==> config.mk <==
export PLATFORM = sky130hd
export DESIGN_NAME = multicycle_ctrl
export DESIGN_NICKNAME = d
export VERILOG_FILES = /design/src/rtl/multicycle_ctrl.sv
export SDC_FILE = /design/constraint.sdc
export NUM_CORES = 1
export LEC_CHECK = 0
export ABC_AREA = 1
export CAP_MARGIN = 20
export CORE_ASPECT_RATIO = 1.1
export CORE_MARGIN = 2
export CORE_UTILIZATION = 36
export CTS_CLUSTER_SIZE = 40
export DETAILED_ROUTE_END_ITERATION = 8
export GPL_TIMING_DRIVEN = 0
export PLACE_DENSITY_LB_ADDON = 0.12
export SKIP_CTS_REPAIR_TIMING = 1
export SYNTH_ARGS = -nofsm -noshare
export SYNTH_HDL_FRONTEND = slang
export SYNTH_SLANG_ARGS = --single-unit
==> constraint.sdc <==
create_clock -name clk -period 3 [get_ports clk]
set_clock_uncertainty 0.15 [all_clocks]
set_input_delay 0.75 -clock clk [delete_from_list [all_inputs] [get_ports clk]]
set_output_delay 0.75 -clock clk [all_outputs]
set_load 0.005 [all_outputs]
==> src/rtl/multicycle_ctrl.sv <==
// Multicycle RV32I control unit: sequences FETCH/LATCH/DECODE/MEM/COMMIT
// and decodes the latched instruction into dataflow selects and write strobes.
module multicycle_ctrl #(
   parameter int unsigned MEM_TIMEOUT = 16
) (
   input  logic        clk,
   input  logic        rs_i,
   input  logic [31:0] insn,
   input  logic        EQ,
   input  logic        LS,
   input  logic        LU,
   input  logic        mem_ready,
   output logic        mem_re,
   output logic        mem_we,
   output logic        insn_clk,
   output logic        pc_clk,
   output logic        rd_clk,
   output logic        pc_next_sel,
   output logic        pc_alu_sel,
   output logic        alu_sel_a,
   output logic        alu_sel_b,
   output logic        addr_sel,
   output logic        sub_sra,
   output logic [1:0]  rd_sel,
   output logic [2:0]  func,
   output logic [2:0]  mem_size,
   output logic [4:0]  rs1,
   output logic [4:0]  rs2,
   output logic [4:0]  rd,
   output logic [31:0] imm,
   output logic        halted,
   output logic        fault
);

   localparam int unsigned CNT_W = (MEM_TIMEOUT > 0) ? $clog2(MEM_TIMEOUT + 1) : 1;

   localparam logic [6:0] OPC_OP     = 7'b0110011;
   localparam logic [6:0] OPC_OPIMM  = 7'b0010011;
   localparam logic [6:0] OPC_LUI    = 7'b0110111;
   localparam logic [6:0] OPC_AUIPC  = 7'b0010111;
   localparam logic [6:0] OPC_JAL    = 7'b1101111;
   localparam logic [6:0] OPC_JALR   = 7'b1100111;
   localparam logic [6:0] OPC_BRANCH = 7'b1100011;
   localparam logic [6:0] OPC_LOAD   = 7'b0000011;
   localparam logic [6:0] OPC_STORE  = 7'b0100011;
   localparam logic [6:0] OPC_MISC   = 7'b0001111;
   localparam logic [6:0] OPC_SYSTEM = 7'b1110011;

   localparam int unsigned B_FETCH  = 0;
   localparam int unsigned B_LATCH  = 1;
   localparam int unsigned B_MEM    = 3;
   localparam int unsigned B_COMMIT = 4;
   localparam int unsigned B_HALT   = 5;

   typedef enum logic [5:0] {
      S_FETCH  = 6'b000001,
      S_LATCH  = 6'b000010,
      S_DECODE = 6'b000100,
      S_MEM    = 6'b001000,
      S_COMMIT = 6'b010000,
      S_HALT   = 6'b100000
   } state_t;

   state_t           state, state_next;
   logic [CNT_W-1:0] wait_cnt;
   logic             waiting, fault_set;
   logic             is_load, is_store, is_sys, illegal, writes_rd, taken;
   logic [2:0]       funct3;
   logic [31:0]      imm_i, imm_s, imm_b, imm_u, imm_j;

   assign funct3   = insn[14:12];
   assign mem_size = funct3;
   assign rs1      = insn[19:15];
   assign rs2      = insn[24:20];
   assign rd       = insn[11:7];
   assign halted   = state[B_HALT];

   assign imm_i = {{20{insn[31]}}, insn[31:20]};
   assign imm_s = {{20{insn[31]}}, insn[31:25], insn[11:7]};
   assign imm_b = {{19{insn[31]}}, insn[31], insn[7], insn[30:25], insn[11:8], 1'b0};
   assign imm_u = {insn[31:12], 12'b0};
   assign imm_j = {{11{insn[31]}}, insn[31], insn[19:12], insn[20], insn[30:21], 1'b0};

   // Instruction decode: selects are a pure function of the latched insn and flags.
   always_comb begin
      pc_next_sel = 1'b0;
      pc_alu_sel  = 1'b0;
      alu_sel_a   = 1'b0;
      alu_sel_b   = 1'b0;
      func        = funct3;
      sub_sra     = 1'b0;
      rd_sel      = 2'd2;
      imm         = imm_i;
      writes_rd   = 1'b0;
      is_load     = 1'b0;
      is_store    = 1'b0;
      is_sys      = 1'b0;
      illegal     = 1'b0;
      taken       = 1'b0;
      case (insn[6:0])
         OPC_OP: begin
            sub_sra   = insn[30];
            writes_rd = 1'b1;
         end
         OPC_OPIMM: begin
            alu_sel_b = 1'b1;
            sub_sra   = (funct3 == 3'b101) & insn[30];
            writes_rd = 1'b1;
         end
         OPC_LUI: begin
            rd_sel    = 2'd1;
            imm       = imm_u;
            writes_rd = 1'b1;
         end
         OPC_AUIPC: begin
            alu_sel_a = 1'b1;
            alu_sel_b = 1'b1;
            func      = 3'b000;
            imm       = imm_u;
            writes_rd = 1'b1;
         end
         OPC_JAL: begin
            alu_sel_a   = 1'b1;
            alu_sel_b   = 1'b1;
            func        = 3'b000;
            pc_next_sel = 1'b1;
            rd_sel      = 2'd3;
            imm         = imm_j;
            writes_rd   = 1'b1;
         end
         OPC_JALR: begin
            alu_sel_b   = 1'b1;
            func        = 3'b000;
            pc_next_sel = 1'b1;
            rd_sel      = 2'd3;
            writes_rd   = 1'b1;
         end
         OPC_BRANCH: begin
            imm = imm_b;
            case (funct3)
               3'b000:  taken = EQ;
               3'b001:  taken = ~EQ;
               3'b100:  taken = LS;
               3'b101:  taken = ~LS;
               3'b110:  taken = LU;
               3'b111:  taken = ~LU;
               default: illegal = 1'b1;
            endcase
            pc_alu_sel = taken;
         end
         OPC_LOAD: begin
            alu_sel_b = 1'b1;
            func      = 3'b000;
            rd_sel    = 2'd0;
            is_load   = 1'b1;
            writes_rd = 1'b1;
         end
         OPC_STORE: begin
            alu_sel_b = 1'b1;
            func      = 3'b000;
            imm       = imm_s;
            is_store  = 1'b1;
         end
         OPC_MISC: begin
         end
         OPC_SYSTEM: begin
            if (insn == 32'h0000_0073 || insn == 32'h0010_0073) is_sys = 1'b1;
            else illegal = 1'b1;
         end
         default: illegal = 1'b1;
      endcase
   end

   // Next state, timeout detection and state-bit-decoded strobes.
   always_comb begin
      state_next = state;
      waiting    = 1'b0;
      fault_set  = 1'b0;
      addr_sel   = 1'b0;
      mem_re     = 1'b0;
      mem_we     = 1'b0;
      insn_clk   = 1'b0;
      pc_clk     = 1'b0;
      rd_clk     = 1'b0;
      case (state)
         S_FETCH:  if (mem_ready) state_next = S_LATCH; else waiting = 1'b1;
         S_LATCH:  state_next = S_DECODE;
         S_DECODE: begin
            if (illegal) begin
               state_next = S_HALT;
               fault_set  = 1'b1;
            end else if (is_sys)            state_next = S_HALT;
            else if (is_load || is_store)   state_next = S_MEM;
            else                            state_next = S_COMMIT;
         end
         S_MEM:    if (mem_ready) state_next = S_COMMIT; else waiting = 1'b1;
         S_COMMIT: state_next = S_FETCH;
         S_HALT:   state_next = S_HALT;
         default:  state_next = S_FETCH;
      endcase
      if (waiting && MEM_TIMEOUT != 0 && (32'(wait_cnt) + 32'd1 >= MEM_TIMEOUT)) begin
         state_next = S_HALT;
         fault_set  = 1'b1;
      end
      addr_sel = state[B_MEM];
      if (!rs_i) begin
         mem_re   = state[B_FETCH] | (state[B_MEM] & is_load);
         mem_we   = state[B_MEM] & is_store;
         insn_clk = state[B_LATCH];
         pc_clk   = state[B_COMMIT];
         rd_clk   = state[B_COMMIT] & writes_rd & (rd != 5'd0);
      end
   end

   // State register, wait counter and sticky fault flag.
   always_ff @(posedge clk) begin
      if (rs_i) begin
         state    <= S_FETCH;
         wait_cnt <= '0;
         fault    <= 1'b0;
      end else begin
         state <= state_next;
         if (state_next != state) wait_cnt <= '0;
         else if (waiting)        wait_cnt <= wait_cnt + 1'b1;
         if (fault_set) fault <= 1'b1;
      end
   end

endmodule

==> run metrics <==
status=complete, but fails checks; failing checks=negative setup slack; Die X=67.4 microns; Final Slew Violations=0; crit path max fanout=6; crit-path max cell delay=0.19 ns; chip height=73.7 microns; post-route non-filler standard cell count=456; synthesized area=1590 sq um; die area=4970 sq um; critical path data required time=2.10 ns; Worst Hold Class=register to register; mux cell area share after synthesis=0.00629; pwr dens=229 nW/um^2; Vias=2206; CP Class=input port to output pin; placed wire-length estimate=4650 microns; drt pass-1 iters=4; Synthesized Nets=321; Detail Route Antenna Nets=0; Placer Congestion=0.911; most common cell after layout, fill and taps aside=clkdlybuf4s50_1; DR vias/cell=4.84; Top cell by count, worst path=nor2_4; switch share=0.339; global-route wire length before repair=8770 microns; clock slew at reported path FFs=0.06 ns; GRT Resource Usage Total=0.228; I/O Buffers=104; combinational family with the most area after synthesis=simple AND/OR/NAND/NOR gates; Pint=461 uW; number of global-route vias before repair=2070; Core ar.=4290 sq um; wire length on met2=3080 microns; worst-path cell chain=dlymetal6s2s_1 > inv_2 > nand2_2 > nor2_4 > nand2_8 > nor2_4 > buf_6 > nor3_2 > nor2_2 > buf_4 > o21ai_1 > buf_2; Area Growth Syn to Fin=91.5%; Tmin final=3.06 ns; post-placement cell count=440; M1 wire length=2130 microns; final wirelength=5810 microns; Worst-Margin Slew=0.313 ns; VDD IR-drop max=0.000102 V; FF/Latch Area=240 sq um; Simple-Gate Fraction of Synth Area=0.419; fin worst setup slack=-0.0641 ns; layout cells sized above 1=0.234; multi-input combinational cell area=1100 sq um; Final period util=1.02; ANT cells=0; synth unique cells=35; syn avg cell area=5.64 sq um; crit path DAT=2.16 ns; # clock sinks=12; Psw=237 uW; clock network fraction of design power=0.264; max cap viols=0; largest net degree at the start of global routing=11; num ports=106; Net count, final=442; Final Hold Viols=0; Slew headroom=0.789; routed length per placed instance=12.8 microns; FP Rows=25; initial antenna violation count=0; hold_sp=fault; Starting Density=0.371; dpl ws=-1.02 ns; Max Used Layer=met4; synthesized flop and latch total=12; H-tree level count=1; Clk Latency, worst-skew pair=0.25 ns; maximum clock insertion buffer count=2; total CTS buffers=3; sequential-to-total area share from yosys stat=0.151; startpoint types=input port; DRC=0; CTS tree=built; Iter 0 DRT Violations=73; number of fill cells in the layout=363; Setup crit end kind=output pin; fmax=326 MHz; Reg-to-Reg Start=wait_cnt[0]; Final setup viols=5; sequential power share=0.254; Synth Warn #=0; commonest non-fill, non-tap cells in the layout=56 x clkdlybuf4s50_1, 48 x nor2_1, 46 x inv_1; grt total ovfl=0; XOR/XNOR Fraction of Synth Area=0.0275; post-synthesis compound-gate area fraction=0.156; Critical Path Source=insn[4]; RSZ-0062 raised after global routing=true; CP max-delay cell=nor2_4; P_leak=0.00175 uW; CTS Root Cell=clkbuf_8; Post-Synth Adder-Cell Area=0.00786; Met3 Wirelength=474 microns; logic gate share of total power=0.482; cell count after synthesis=282
[path summary, 6_finish.rpt]
check	cells past startpoint	slack [ns]	to
max	12	-0.06	imm[3]
min	2	0.39	fault
max reg2reg	11	1.03	wait_cnt[1]
min reg2reg	2	0.39	fault
[cells in the mapped netlist]
library cell,number,area [sq um]
xnor2_1,3,26.3
and3_1,1,6.26
o21bai_2,1,11.3
inv_1,46,173
a21oi_1,5,25.0
nor2_1,60,225
nand3_2,2,20.0
nand4_1,7,43.8
nand3_1,16,80.1
xor2_1,2,17.5
nor3_1,3,15.0
o21bai_1,1,7.51
inv_2,7,26.3
nor2_2,6,37.5
nor2_4,1,11.3
buf_2,1,5.00
ha_1,1,12.5
clkinv_4,1,8.76
o311ai_0,1,8.76
o31ai_1,1,7.51
nand2_4,5,56.3
a41oi_1,1,8.76
a31oi_1,2,12.5
clkbuf_1,2,7.51
nand4_2,1,12.5
a211oi_1,1,7.51
dfxtp_1,12,240
o22ai_1,2,12.5
nand2_1,39,146
nand2_2,2,12.5
o21ai_0,26,130
a22oi_1,1,7.51
mux2i_1,1,10.0
buf_4,20,150
o221ai_1,1,8.76
[kinds of logic after synthesis]
| group | after synthesis |
|---|---|
| AO/OA/AOI/OAI | 43 |
| XOR/XNOR | 5 |
| adder cells (fa/ha/maj) | 1 |
| buffers and inverters | 77 |
| flip-flops | 12 |
| multiplexers | 1 |
| AND/OR/NAND/NOR | 143 |
[power by group through the flow]
stage	clock network (uW)	logic [uW]	registers, uW
finish	184	336	177
global route	196	365	179
CTS	191	334	177
detailed placement	0	330	181
global placement	0	328	180
floorplan	0	156	179
[per-stage QoR]
step | utilization | setup TNS, ns | hold WS (ns) | total power [uW] | area, sq um
finish | 0.711 | -0.130 | 0.390 | 698 | 3050
global route | 0.711 | -1.16 | 0.438 | 740 | 3050
CTS | 0.643 | -29.78 | 0.403 | 702 | 2760
detailed placement | 0.630 | -29.53 | 0.390 | 511 | 2700
global placement | 0.630 | -29.62 | 0.370 | 509 | 2700
floorplan | - | 0 | 0.348 | 335 | 1590
[layout make-up]
| type | instances | share of cell area |
|---|---|---|
| inverters | 54 | 0.0681 |
| clock buffers | 4 | 0.0181 |
| plain buffers | 23 | 0.0595 |
| flip-flops and latches | 12 | 0.0788 |
| repair buffers | 115 | 0.392 |
| multi-input cells | 194 | 0.361 |
| well taps | 54 | 0.0222 |
[routing by layer]
metal  GRT usage  vias to the layer above
met3      0.0720                       13
met2       0.416                       76
met4      0.0998                        0
met5           0                        -
met1       0.235                      994
li1            -                     1123
[sequential cells by signal (all words and copies together), names as in the netlist]
register and cells:
state 6, wait_cnt 5, fault 1
[worst max-delay path: cells and delay by family]
kind | cells | cell delay [ns]
AND/OR/NAND/NOR | 6 | 0.74
buffers and inverters | 5 | 0.63
AO/OA/AOI/OAI | 1 | 0.04
(Power assumes the default switching activity.)
